### src/rtl/question_recorder.sv
// question_recorder
// Quiz-game answer recorder. While the answering view (view == 3) is shown,
// the host opens a question, the first buzzing player is locked in, and the
// host judges the answer; an unjudged answer times out. One 2-bit result code
// per question is written into the answering player's list.
//
// Ports:
//   clk, rst            clock, asynchronous active-high reset
//   view                current UI view; block active only when view == 3
//   bt_edge             button pulses: [0] correct, [1] wrong, [2] start/skip,
//                       [3] clear all, [4] unused
//   player_buzz         buzz pulses, bit i = player i+1
//   play_count          committed questions, 0..MAX_Q
//   player1..4_list     result codes, question k at bits [2k-1:2k-2]
//                       (00 none, 01 correct, 10 wrong, 11 timed out)
//   answerer            locked player 1..4, 0 = none
//   led                 [3:0] answerer one-hot, [7:4] state one-hot
//                       (IDLE, WAIT_BUZZ, JUDGE, DONE), rest 0
//   buzzer              high for BUZZ_TICKS cycles after a buzz lock
module question_recorder #(
    parameter int unsigned MAX_Q        = 9,
    parameter int unsigned ANSWER_TICKS = 500_000_000,
    parameter int unsigned BUZZ_TICKS   = 20_000_000
) (
    input  logic                 clk,
    input  logic                 rst,
    input  logic [2:0]           view,
    input  logic [4:0]           bt_edge,
    input  logic [3:0]           player_buzz,
    output logic [3:0]           play_count,
    output logic [2*MAX_Q-1:0]   player1_list,
    output logic [2*MAX_Q-1:0]   player2_list,
    output logic [2*MAX_Q-1:0]   player3_list,
    output logic [2*MAX_Q-1:0]   player4_list,
    output logic [2:0]           answerer,
    output logic [23:0]          led,
    output logic                 buzzer
);

    localparam logic [3:0]  MAX_Q_C   = 4'(MAX_Q);
    localparam logic [31:0] ANS_LOAD  = 32'(ANSWER_TICKS - 1);
    localparam logic [31:0] BUZZ_LOAD = 32'(BUZZ_TICKS);

    typedef enum logic [1:0] {
        S_IDLE  = 2'd0,
        S_WAIT  = 2'd1,
        S_JUDGE = 2'd2,
        S_DONE  = 2'd3
    } state_t;

    state_t                        state_q, state_d;
    logic [3:0]                    count_q, count_d;
    logic [3:0][2*MAX_Q-1:0]       lists_q, lists_d;
    logic [2:0]                    answerer_q, answerer_d;
    logic [31:0]                   timer_q, timer_d;
    logic [31:0]                   bcnt_q, bcnt_d;
    logic                          buzzer_q, buzzer_d;
    logic [23:0]                   led_q, led_d;

    logic                          active_s;
    logic                          commit_s;
    logic                          skip_s;
    logic [1:0]                    code_s;
    logic [4:0]                    slot_s;
    logic [1:0]                    ans_idx_s;
    logic                          unused_s;

    // Lowest-index buzzing player wins the lock.
    function automatic logic [2:0] first_player(input logic [3:0] b);
        logic [2:0] r;
        if (b[0]) begin
            r = 3'd1;
        end else if (b[1]) begin
            r = 3'd2;
        end else if (b[2]) begin
            r = 3'd3;
        end else if (b[3]) begin
            r = 3'd4;
        end else begin
            r = 3'd0;
        end
        return r;
    endfunction

    function automatic logic [3:0] state_led(input state_t s);
        logic [3:0] r;
        case (s)
            S_IDLE:  r = 4'b0001;
            S_WAIT:  r = 4'b0010;
            S_JUDGE: r = 4'b0100;
            S_DONE:  r = 4'b1000;
            default: r = 4'b0000;
        endcase
        return r;
    endfunction

    function automatic logic [3:0] ans_led(input logic [2:0] a);
        logic [3:0] r;
        case (a)
            3'd1:    r = 4'b0001;
            3'd2:    r = 4'b0010;
            3'd3:    r = 4'b0100;
            3'd4:    r = 4'b1000;
            default: r = 4'b0000;
        endcase
        return r;
    endfunction

    assign active_s  = (view == 3'd3);
    assign slot_s    = {count_q, 1'b0};
    // Player 1..4 maps to list 0..3; player 4 (3'b100) wraps 00-1 to 11.
    assign ans_idx_s = answerer_q[1:0] - 2'd1;
    assign unused_s  = bt_edge[4];

    // Next-state, slot write and timer logic.
    always_comb begin
        state_d    = state_q;
        count_d    = count_q;
        lists_d    = lists_q;
        answerer_d = answerer_q;
        timer_d    = timer_q;
        commit_s   = 1'b0;
        skip_s     = 1'b0;
        code_s     = 2'b00;
        // The buzzer runs down on its own, regardless of state changes.
        bcnt_d     = (bcnt_q != 32'd0) ? (bcnt_q - 32'd1) : 32'd0;

        if (!active_s) begin
            state_d    = S_IDLE;
            answerer_d = 3'd0;
            timer_d    = 32'd0;
            bcnt_d     = 32'd0;
        end else if (bt_edge[3]) begin
            state_d    = S_IDLE;
            count_d    = 4'd0;
            lists_d    = '0;
            answerer_d = 3'd0;
            timer_d    = 32'd0;
            bcnt_d     = 32'd0;
        end else begin
            case (state_q)
                S_IDLE: begin
                    if (bt_edge[2]) begin
                        state_d = (count_q < MAX_Q_C) ? S_WAIT : S_DONE;
                    end else begin
                        state_d = S_IDLE;
                    end
                end
                S_WAIT: begin
                    // A buzz outranks a simultaneous skip.
                    if (player_buzz != 4'd0) begin
                        answerer_d = first_player(player_buzz);
                        timer_d    = ANS_LOAD;
                        bcnt_d     = BUZZ_LOAD;
                        state_d    = S_JUDGE;
                    end else if (bt_edge[2]) begin
                        commit_s = 1'b1;
                        skip_s   = 1'b1;
                    end else begin
                        state_d = S_WAIT;
                    end
                end
                S_JUDGE: begin
                    // Correct+wrong together is ambiguous and ignored; any
                    // valid press outranks the timeout in the expiry cycle.
                    if (bt_edge[0] && !bt_edge[1]) begin
                        commit_s = 1'b1;
                        code_s   = 2'b01;
                    end else if (bt_edge[1] && !bt_edge[0]) begin
                        commit_s = 1'b1;
                        code_s   = 2'b10;
                    end else if (timer_q == 32'd0) begin
                        commit_s = 1'b1;
                        code_s   = 2'b11;
                    end else begin
                        timer_d = timer_q - 32'd1;
                    end
                end
                S_DONE: begin
                    state_d = S_DONE;
                end
                default: begin
                    state_d = S_IDLE;
                end
            endcase

            if (commit_s) begin
                if (skip_s) begin
                    for (int p = 0; p < 4; p++) begin
                        lists_d[p][slot_s +: 2] = 2'b00;
                    end
                end else begin
                    lists_d[ans_idx_s][slot_s +: 2] = code_s;
                end
                count_d    = count_q + 4'd1;
                answerer_d = 3'd0;
                timer_d    = 32'd0;
                state_d    = (count_d == MAX_Q_C) ? S_DONE : S_IDLE;
            end else begin
                count_d = count_q;
            end
        end

        buzzer_d = (bcnt_d != 32'd0);
        led_d    = {16'd0, state_led(state_d), ans_led(answerer_d)};
    end

    // State and registered outputs.
    always_ff @(posedge clk or posedge rst) begin
        if (rst) begin
            state_q    <= S_IDLE;
            count_q    <= 4'd0;
            lists_q    <= '0;
            answerer_q <= 3'd0;
            timer_q    <= 32'd0;
            bcnt_q     <= 32'd0;
            buzzer_q   <= 1'b0;
            led_q      <= 24'd0;
        end else begin
            state_q    <= state_d;
            count_q    <= count_d;
            lists_q    <= lists_d;
            answerer_q <= answerer_d;
            timer_q    <= timer_d;
            bcnt_q     <= bcnt_d;
            buzzer_q   <= buzzer_d;
            led_q      <= led_d;
        end
    end

    assign play_count   = count_q;
    assign player1_list = lists_q[0];
    assign player2_list = lists_q[1];
    assign player3_list = lists_q[2];
    assign player4_list = lists_q[3];
    assign answerer     = answerer_q;
    assign led          = led_q;
    assign buzzer       = buzzer_q;

endmodule

### config.mk
export PLATFORM = sky130hd
export DESIGN_NAME = question_recorder
export DESIGN_NICKNAME = d
export VERILOG_FILES = /design/src/rtl/question_recorder.sv
export SDC_FILE = /design/constraint.sdc
export NUM_CORES = 1
export LEC_CHECK = 0
export ABC_CLOCK_PERIOD_IN_PS = 4500
export BUFFER_PORTS_ARGS = -buffer_cell sky130_fd_sc_hd__buf_2
export CORE_MARGIN = 4
export CORE_UTILIZATION = 52
export DETAILED_ROUTE_END_ITERATION = 10
export GPL_TIMING_DRIVEN = 0
export PLACE_DENSITY = 0.73
export SETUP_SLACK_MARGIN = 0.05
export SYNTH_ARGS = -nofsm -noshare
export SYNTH_HDL_FRONTEND = slang
export SYNTH_SLANG_ARGS = --single-unit
### constraint.sdc
create_clock -name clk -period 4.5 [get_ports clk]
set_input_delay 0.225 -clock clk [delete_from_list [all_inputs] [get_ports clk]]
set_output_delay 0.225 -clock clk [all_outputs]
set_load 0.005 [all_outputs]
==> results.ini, run 1 <==
[outcome]
outcome=completed

[detailed_routing]
dr.pass1.iters=5
wl_met1_mm=10.2
route.met2.wl_mm=9.80
route.detailed.drc=0
wl_per_cell_um=17.5
highest_layer=met4
routed-via-count=7315
dr_wl_met3_mm=1.33
drt_iter0_markers=704
via_per_inst=5.94
ant_nets=0
routed_wl_mm=21.5

[timing]
max_freq_mhz=306
setup_viol=0
slew_headroom=0.449
finClkSkew_ns=0.00834
worst_pin_slew_ns=0.820
hold_viol=0
rsz0062_at_grt=false
timing.hold.ws_ns=0.218
slew_viol_final=0
finalCriticalPeriod_ns=3.26
finalCritPeriodShare=0.725

[floorplan]
die_x_um=133
io_pins=118
die_h_um=133
die-area_sq_mm=0.0178
row_count=45
core_sq_mm=0.0153
initial_utilization=0.534

[logic_synthesis]
ys.flop_type=dfrtp_1
synth.avg_cell_area_sq_um=9.37
yosys_warnings=0
synth_cell_types=62
ys_seq_area_frac=0.471
synth_edf_count=0
async_reset_ff_frac=1.00
synth_area_sq_mm=0.00817
ys_ff_latch=154
synthCells=872

[layout]
post_route_cells_drive_above_1_share=0.175
postLayoutCellArea_sq_mm=0.00964
syn_to_final_growth_pct=18.0
antenna_cells=0
fin_util=0.630
final_cell_mix=154 x dfrtp_1, 107 x buf_2, 74 x o21ai_0
nets=1033
final_common_cell=dfrtp_1

[critical_path]
required_ns=4.79
startpoint_type=flop
endpoint_kind=flop
arrival_ns=3.55
critPathKind=flop to flop
ff2ff_setup_slack_ns=1.24
cp_max_fo=10

[clock_network]
cts_made_buffers=17
cts.clk_slew.worst_paths_ns=0.06
clock-root-buffer=clkbuf_16
clockBufferDepth=2
cts_hold_buf=1
post_cts_buffers=0
cts_max_level=4
cts_tree=yes
cts_resized=0
clock-sinks=154
clk_latency_ns=0.43

[grt]
grt_first_pass_wirelength_mm=35.0
track_usage=0.242
antenna_found_initial=0
grt_max_degree=82
grt_pass1_vias=6741
gr-total-overflow=0

[placement]
hpwlAfterDp_mm=15.2
place.gp.congestion=0.877
port-buffer-count=99
dpl-instance-area_sq_mm=0.00902

[run]
max-cap-violations=0

[power]
peakVddDrop_v=0.000557
p_per_area_mw_per_mm2=755
p_leak_uw=0.00453

[min_path]
min_path_type=input pin to flop

## sequential cells by signal, indices dropped and copies added (netlist names), 4 cells and up
register and cells:
bcnt_q 32, timer_q 32, player1_list 18, player2_list 18
player3_list 18, player4_list 18, led 8, play_count 4
## path summary, 6_finish.rpt
| check | from | endpoint | cells past startpoint |
|---|---|---|---|
| setup / recovery | state_q[1]$_DFF_PP0_ | timer_q[27]$_DFFE_PP0P_ | 12 |
| hold reg to reg | bcnt_q[0]$_DFF_PP0_ | bcnt_q[0]$_DFF_PP0_ | 1 |
| max in group asynchronous | rst | timer_q[0]$_DFFE_PP0P_ | 4 |
| hold / removal | player_buzz[1] | answerer[0]$_DFF_PP0_ | 3 |
| min in group asynchronous | rst | player1_list[11]$_DFFE_PP0P_ | 3 |
| setup reg to reg | state_q[1]$_DFF_PP0_ | timer_q[27]$_DFFE_PP0P_ | 12 |
## where the power goes
| group | internal [uW] | switching [uW] | total (uW) |
|---|---|---|---|
| combinational | 1640 | 2430 | 4070 |
| clock | 887 | 629 | 1520 |
| sequential | 1520 | 167 | 1690 |
## metal layers
| metal | vias up | track usage |
|---|---|---|
| met5 | - | 0 |
| met1 | 3543 | 0.358 |
| met4 | 0 | 0.0554 |
| met2 | 234 | 0.367 |
| li1 | 3507 | - |
| met3 | 31 | 0.0521 |
## cell type report
type,count,area [sq um]
buffer,61,329
clock buffer,18,429
clock inverter,14,183
fill,1343,5670
inverter,12,50.0
multi-input combinational,660,4000
sequential,154,3850
tap,211,264
timing repair buffer,101,533
## cell families (layout without fill, tap and decap cells)
kind of cell | Yosys count | count (layout) | synth area share
buffers and inverters | 73 | 206 | 0.0458
AND/OR/NAND/NOR | 313 | 313 | 0.195
AO/OA/AOI/OAI | 281 | 281 | 0.228
multiplexers | 1 | 1 | 0.00122
flip-flops | 154 | 154 | 0.471
other | 1 | 16 | 0.000459
XOR/XNOR | 37 | 37 | 0.0396
adder cells (fa/ha/maj) | 12 | 12 | 0.0184
## critical path: stages (launching register included)
cell      delay [ns]
dfrtp_1         0.43
inv_1           0.12
ha_1            0.17
buf_2           0.21
inv_1           0.10
or3_1           0.36
clkbuf_1        0.24
o21ai_0         0.22
clkbuf_1        0.43
clkbuf_1        0.44
nand3_1         0.17
o21ai_0         0.14
a21oi_1         0.10
## per-stage QoR
step / worst slack, ns / TNS (ns) / power [uW] / std cells
2_1_floorplan: 0.125 / 0 / 4980 / 887
3_3_place_gp: -1.58 / -240.82 / 5640 / 1197
3_5_place_dp: 1.33 / 0 / 5690 / 1198
4_1_cts: 1.30 / 0 / 7250 / 1231
5_1_grt: 0.934 / 0 / 7490 / 1231
6_report: 1.24 / 0 / 7280 / 1231
## synthesized netlist by cell type, types with 3 or more instances
master,number,area share
a21o_1,18,0.017
a31oi_1,8,0.0061
o211ai_1,4,0.0037
and3_1,5,0.0038
or3_1,10,0.0077
nand2b_1,4,0.0031
ha_1,12,0.018
nor2_1,73,0.034
or4_1,9,0.0083
and2_1,3,0.0023
nand2_1,69,0.032
o21ai_1,6,0.0037
buf_6,4,0.0055
o22ai_1,6,0.0046
nor3b_1,8,0.0073
a31o_2,4,0.0043
dfrtp_1,154,0.47
inv_1,12,0.0055
nand3_1,34,0.021
o2bb2ai_1,35,0.038
a21oi_1,63,0.039
xor2_1,15,0.016
buf_2,8,0.0049
nand4b_1,6,0.0064
o21ai_0,74,0.045
nor2b_1,13,0.0099
buf_4,16,0.015
a22o_1,5,0.0054
xnor2_1,22,0.024
clkbuf_1,31,0.014
nor4_1,22,0.017
nand3b_1,3,0.0028
nor3_1,35,0.021
o41ai_1,35,0.038
o21a_1,5,0.0046
or2_2,8,0.0061
(Power assumes the default switching activity.)
==> inputs of run 2 (changes only) <==
ABC_CLOCK_PERIOD_IN_PS = 3200   (was 4500)
CORE_UTILIZATION = 58   (was 52)
PLACE_DENSITY = 0.78   (was 0.73)
clock period = 3.2 ns   (was 4.5 ns; I/O delays follow)
==> run 2 against run 1 <==
Register-to-register slack lost 1.1 ns; clock power increased by 34%; combinational power increased by 55%; first-iteration DRC count rose by 14%; routed wire length down 0.75%; sequential share of layout area is 0.23 points lower; final area up 0.58%; non-clock buffer count rose by 4; die area shrank 9.7%; fmax up 8.1%; via count increased by 0.37%; critical path type unchanged; critical endpoint is now player4_list[11]$_DFFE_PP0P_.
==> results.ini, run 2 (synthesis gave the netlist of run 1 again) <==
[timing]
slew_headroom=0.478  ; was 0.449
rsz0062_at_grt=false  ; unchanged
slew_viol_final=0  ; unchanged
finalCritPeriodShare=0.943  ; was 0.725
setup_tns_ns=0  ; unchanged
setup_viol=0  ; unchanged
timing.hold.ws_ns=0.166  ; was 0.218 ns
finalCriticalPeriod_ns=3.02  ; was 3.26 ns
max_freq_mhz=331  ; was 306 MHz
hold_viol=0  ; unchanged
worst_pin_slew_ns=0.775  ; was 0.820 ns
finClkSkew_ns=0.00905  ; was 0.00834 ns

[floorplan]
row_count=43  ; was 45
die_x_um=127  ; was 133 um
initial_utilization=0.591  ; was 0.534
die_h_um=127  ; was 133 um
core_sq_mm=0.0138  ; was 0.0153 sq mm
io_pins=118  ; unchanged
die-area_sq_mm=0.0161  ; was 0.0178 sq mm

[detailed_routing]
drt_iter0_markers=805  ; was 704
wl_per_cell_um=17.7  ; was 17.5 um
routed_wl_mm=21.4  ; was 21.5 mm
ant_nets=0  ; unchanged
dr.pass1.iters=5  ; unchanged
route.detailed.drc=0  ; unchanged
via_per_inst=6.09  ; was 5.94
routed-via-count=7342  ; was 7315

[critical_path]
cp_max_fo=10  ; unchanged
startpoint_type=flop  ; unchanged
required_ns=3.50  ; was 4.79 ns
arrival_ns=3.31  ; was 3.55 ns
critPathKind=flop to flop  ; unchanged
ff2ff_setup_slack_ns=0.18  ; was 1.24 ns
endpoint_kind=flop  ; unchanged

[placement]
dpl-instance-area_sq_mm=0.00901  ; was 0.00902 sq mm
hpwlAfterDp_mm=15.0  ; was 15.2 mm
port-buffer-count=99  ; unchanged
place.gp.congestion=0.849  ; was 0.877

[layout]
largestRegisters=bcnt_q (32), timer_q (32)  ; unchanged
syn_to_final_growth_pct=18.7  ; was 18.0%
nets=1037  ; was 1033
post_route_cells_drive_above_1_share=0.195  ; was 0.175
final_cell_mix=154 x dfrtp_1, 107 x buf_2, 74 x o21ai_0  ; unchanged
final_common_cell=dfrtp_1  ; unchanged
postLayoutCellArea_sq_mm=0.00970  ; was 0.00964 sq mm

[clock_network]
cts.clk_slew.worst_paths_ns=0.06  ; about the same
cts_made_buffers=17  ; unchanged
clockBufferDepth=2  ; unchanged
clk_latency_ns=0.43  ; about the same
clock-root-buffer=clkbuf_16  ; unchanged
clock-sinks=154  ; unchanged
cts_tree=yes  ; unchanged
cts_max_level=4  ; unchanged

[power]
p_per_area_mw_per_mm2=1110  ; was 755 mW/mm^2
peakVddDrop_v=0.00139  ; was 0.000557 V
p_leak_uw=0.00457  ; was 0.00453 uW
finalPower_uw=10700  ; was 7280 uW

[run]
max-cap-violations=0  ; unchanged

[grt]
track_usage=0.268  ; was 0.242
grt_first_pass_wirelength_mm=35.1  ; was 35.0 mm
grt_pass1_vias=7003  ; was 6741
antenna_found_initial=0  ; unchanged
gr-total-overflow=0  ; unchanged
grt_max_degree=42  ; was 82

[outcome]
outcome=completed  ; unchanged

[min_path]
min_path_type=input pin to flop  ; unchanged

[run 2: what timing repair did]
action	4_1_cts	5_1_grt
resized for setup	2	22
hold buffers	1	0
setup endpoints to repair	7	38
endpoints found under the hold margin	35	0
buffers inserted	0	2
pin swaps	0	3
cloned	0	0
[run 2: final cells by class]
class / instances / area (sq um)
Fill cell: 1086 / 4130
Multi-Input combinational cell: 660 / 4060
Sequential cell: 154 / 3850
Timing Repair Buffer: 105 / 581
Clock buffer: 20 / 457
Buffer: 61 / 338
Tap cell: 180 / 225
Clock inverter: 12 / 138
Inverter: 12 / 48.8
Antenna cell: 1 / 2.50
[run 2: worst max-delay path: stages (launching register included)]
cell	delay [ns]
dfrtp_1	0.46
or4_1	0.60
nor4_2	0.38
a31o_2	0.27
o21a_2	0.21
o21bai_1	0.09
buf_2	0.22
clkbuf_1	0.24
o21ai_0	0.29
o41ai_1	0.13
[run 2: final timing paths]
| check | start | end | cells after the start |
|---|---|---|---|
| worst min register to register | player2_list[8]$_DFFE_PP0P_ | player2_list[8]$_DFFE_PP0P_ | 1 |
| max in group asynchronous | rst | timer_q[4]$_DFFE_PP0P_ | 6 |
| worst max-delay path | timer_q[8]$_DFFE_PP0P_ | player4_list[11]$_DFFE_PP0P_ | 9 |
| min in group asynchronous | rst | player2_list[10]$_DFFE_PP0P_ | 3 |
| worst min-delay path | player_buzz[1] | answerer[0]$_DFF_PP0_ | 3 |
| worst max register to register | timer_q[8]$_DFFE_PP0P_ | player4_list[11]$_DFFE_PP0P_ | 9 |
[run 2: stage by stage]
step | util | cells | setup slack (ns)
floorplan | - | 887 | 0.444
global placement | 0.648 | 1166 | 0.0791
detailed placement | 0.652 | 1169 | 0.0302
CTS | 0.696 | 1202 | 0.0513
global route | 0.701 | 1204 | 0.0519
finish | 0.702 | 1205 | 0.182
[run 2: metal layers]
metal	GRT usage	wire (um)
met1	0.390	9660
met2	0.408	9900
met3	0.0497	1440
met4	0.0877	375
met5	0	0
[run 2: where the power goes]
group	total, uW	switching (uW)	internal, uW
clock	2030	831	1200
sequential	2400	257	2140
combinational	6310	3700	2610
==> inputs of run 3 (changes only) <==
ABC_AREA = 1   (was unset)
CORE_UTILIZATION = 59   (was 58)
GPL_ROUTABILITY_DRIVEN = 0   (was unset)
==> run 3 against run 2 <==
Hold slack better by 0.090 ns; power fell by 11%; cell count increased by 50%; clock skew grew 0.0035 ns; critical endpoint is now player4_list[0]$_DFFE_PP0P_.
==> results.ini, run 3 <==
[placement]
port-buffer-count=100  ; was 99
hpwlAfterDp_mm=20.4  ; was 15.0 mm
post-place-ws_ns=0.764  ; was 0.0302 ns
placed_cells=1771  ; was 1169

[detailed_routing]
routed_wl_mm=27.8  ; was 21.4 mm
dr.pass1.iters=6  ; was 5
route.detailed.drc=0  ; unchanged
drt_iter0_markers=1096  ; was 805
wl_per_cell_um=15.4  ; was 17.7 um
highest_layer=met4  ; unchanged
route.met2.wl_mm=12.7  ; was 9.90 mm
wl_met1_mm=11.9  ; was 9.66 mm
ant_nets=0  ; unchanged
dr_wl_met3_mm=2.52  ; was 1.44 mm
routed-via-count=10100  ; was 7342
via_per_inst=5.62  ; was 6.09

[power]
p_comb_frac=0.544  ; was 0.587
switching_share=0.473  ; was 0.446
clkPwrFrac=0.222  ; was 0.189
p_int_uw=5050  ; was 5950 uW
p_per_area_mw_per_mm2=843  ; was 1110 mW/mm^2
finalPower_uw=9590  ; was 10700 uW
switchingPower_uw=4540  ; was 4790 uW
p_leak_uw=0.00648  ; was 0.00457 uW
peakVddDrop_v=0.000917  ; was 0.00139 V
seq_power_share=0.234  ; was 0.224

[logic_synthesis]
yosys_warnings=0  ; unchanged
ys_top_cells_by_area=dfrtp_1 39%, nand2_1 17%, nor2_1 6.9%  ; was dfrtp_1 47%, o21ai_0 4.5%, a21oi_1 3.9%
synth.avg_cell_area_sq_um=6.88  ; was 9.37 sq um
synth_most_common_cell=nand2_1  ; was dfrtp_1
synth_common_cells=435 x nand2_1, 182 x nor2_1, 154 x dfrtp_1  ; was 154 x dfrtp_1, 74 x o21ai_0, 73 x nor2_1
async_reset_ff_frac=1.00  ; unchanged
ys_seq_area_frac=0.391  ; was 0.471
ys_ff_latch=154  ; unchanged
synthCells=1433  ; was 872
synth_top_area_cell=dfrtp_1  ; unchanged
synth_area_sq_mm=0.00986  ; was 0.00817 sq mm
synth_cell_types=35  ; was 62
yosys.area.top_type_share=0.391  ; was 0.471
ys.flop_type=dfrtp_1  ; unchanged
synth_edf_count=0  ; unchanged

[clock_network]
cts.clk_slew.worst_paths_ns=0.07  ; was 0.06 ns
clock-sinks=154  ; unchanged
clockBufferDepth=2  ; unchanged
cts_hold_buf=1  ; unchanged
cts_resized=0  ; was 2
clock-root-buffer=clkbuf_16  ; unchanged
cts_made_buffers=17  ; unchanged
post_cts_buffers=0  ; unchanged
clk_latency_ns=0.44  ; was 0.43 ns
cts_max_level=4  ; unchanged
cts_tree=yes  ; unchanged

[layout]
post_route_cells_drive_above_1_share=0.150  ; was 0.195
antenna_cells=0  ; was 1
final_cell_mix=435 x nand2_1, 182 x nor2_1, 154 x dfrtp_1  ; was 154 x dfrtp_1, 107 x buf_2, 74 x o21ai_0
syn_to_final_growth_pct=15.4  ; was 18.7%
final_common_cell=nand2_1  ; was dfrtp_1
largestRegisters=bcnt_q (32), timer_q (32)  ; unchanged
fillerInstances=1457  ; was 1086
finalNonFillerCells=1804  ; was 1205
nets=1597  ; was 1037

[timing]
slew_viol_final=0  ; unchanged
worst_pin_slew_ns=0.846  ; was 0.775 ns
rsz0062_at_grt=false  ; unchanged
max_freq_mhz=386  ; was 331 MHz
hold_viol=0  ; unchanged
worst_slack_ns=0.610  ; was 0.182 ns
setup_viol=0  ; unchanged
finalCriticalPeriod_ns=2.59  ; was 3.02 ns
slew_headroom=0.435  ; was 0.478
timing.hold.ws_ns=0.257  ; was 0.166 ns
setup_tns_ns=0  ; unchanged
finClkSkew_ns=0.0126  ; was 0.00905 ns
finalCritPeriodShare=0.809  ; was 0.943

[min_path]
min_path_type=input pin to flop  ; unchanged

[critical_path]
required_ns=3.57  ; was 3.50 ns
startpoint_type=flop  ; unchanged
arrival_ns=2.96  ; was 3.31 ns
cp_max_fo=11  ; was 10
critPathKind=flop to flop  ; unchanged
endpoint_kind=flop  ; unchanged

[grt]
grt_first_pass_wirelength_mm=45.2  ; was 35.1 mm
grt_pass1_vias=9413  ; was 7003
grt_max_degree=45  ; was 42
antenna_found_initial=0  ; unchanged
gr-total-overflow=0  ; unchanged
track_usage=0.301  ; was 0.268

[floorplan]
die_x_um=137  ; was 127 um
die-area_sq_mm=0.0189  ; was 0.0161 sq mm
core_sq_mm=0.0165  ; was 0.0138 sq mm
initial_utilization=0.599  ; was 0.591
io_pins=118  ; unchanged
die_h_um=137  ; was 127 um
row_count=47  ; was 43

[run]
max-cap-violations=0  ; unchanged

[outcome]
outcome=completed  ; unchanged

[run 3: power by group through the flow]
stage	combinational (uW)	sequential, uW	clock (uW)
2_1_floorplan	4860	2290	0
3_3_place_gp	5330	2300	0
3_5_place_dp	5320	2290	0
4_1_cts	5290	2250	2130
5_1_grt	5150	2220	2220
6_report	5220	2250	2130
[run 3: worst max-delay path, stage by stage (launching register included)]
cell and delay, ns:
dfrtp_1 0.56, inv_2 0.13, ha_1 0.27, nand2_4 0.12
inv_2 0.05, nor2_4 0.11, inv_2 0.08, nand2_1 0.15
inv_1 0.14, o21ai_1 0.29, o21ai_0 0.29, nand3_1 0.19
nand2_1 0.07, nand2_1 0.06
[run 3: worst paths after layout]
path / startpoint / end / slack [ns] / depth (start not counted)
max in group asynchronous: rst / timer_q[23]$_DFFE_PP0P_ / 1.83 / 5
min in group asynchronous: rst / led[2]$_DFF_PP0_ / 0.45 / 3
worst min-delay path: bt_edge[2] / led[6]$_DFF_PP0_ / 0.26 / 6
worst max-delay path: play_count[0]$_DFFE_PP0P_ / player4_list[0]$_DFFE_PP0P_ / 0.61 / 13
worst max register to register: play_count[0]$_DFFE_PP0P_ / player4_list[0]$_DFFE_PP0P_ / 0.61 / 13
worst min register to register: bcnt_q[0]$_DFF_PP0_ / bcnt_q[0]$_DFF_PP0_ / 0.43 / 1
[run 3: cells by family (layout without fill, tap and decap cells)]
group	count (synthesis)	count (layout)	share of synthesized area
xor+xnor	21	21	0.0186
fa+ha+maj	12	12	0.0152
simple gates	921	921	0.416
flops	154	154	0.391
buf+inv	210	346	0.0950
other cells	1	16	0.000380
compound gates	114	114	0.0641
[run 3: per-layer routing]
| layer | global-route usage | up-vias |
|---|---|---|
| li1 | - | 4903 |
| met1 | 0.413 | 4653 |
| met2 | 0.485 | 505 |
| met3 | 0.0559 | 84 |
| met4 | 0.0926 | 0 |
| met5 | 0 | - |
[run 3: cell type report]
type                       instances  area (sq um)  share of cell area
clock inverter                    10           141              0.0124
clock buffer                      22           474              0.0416
timing repair buffer             104           571              0.0501
multi-input combinational       1084          5130               0.451
inverter                         143           541              0.0475
sequential                       154          3850               0.338
buffer                            67           400              0.0352
tap                              220           275              0.0242
[run 3: stage by stage]
step	instance area [sq um]	util
CTS	11400	0.691
finish	11400	0.691
detailed placement	10800	0.653
global placement	10700	0.650
global route	11400	0.691
floorplan	9920	-
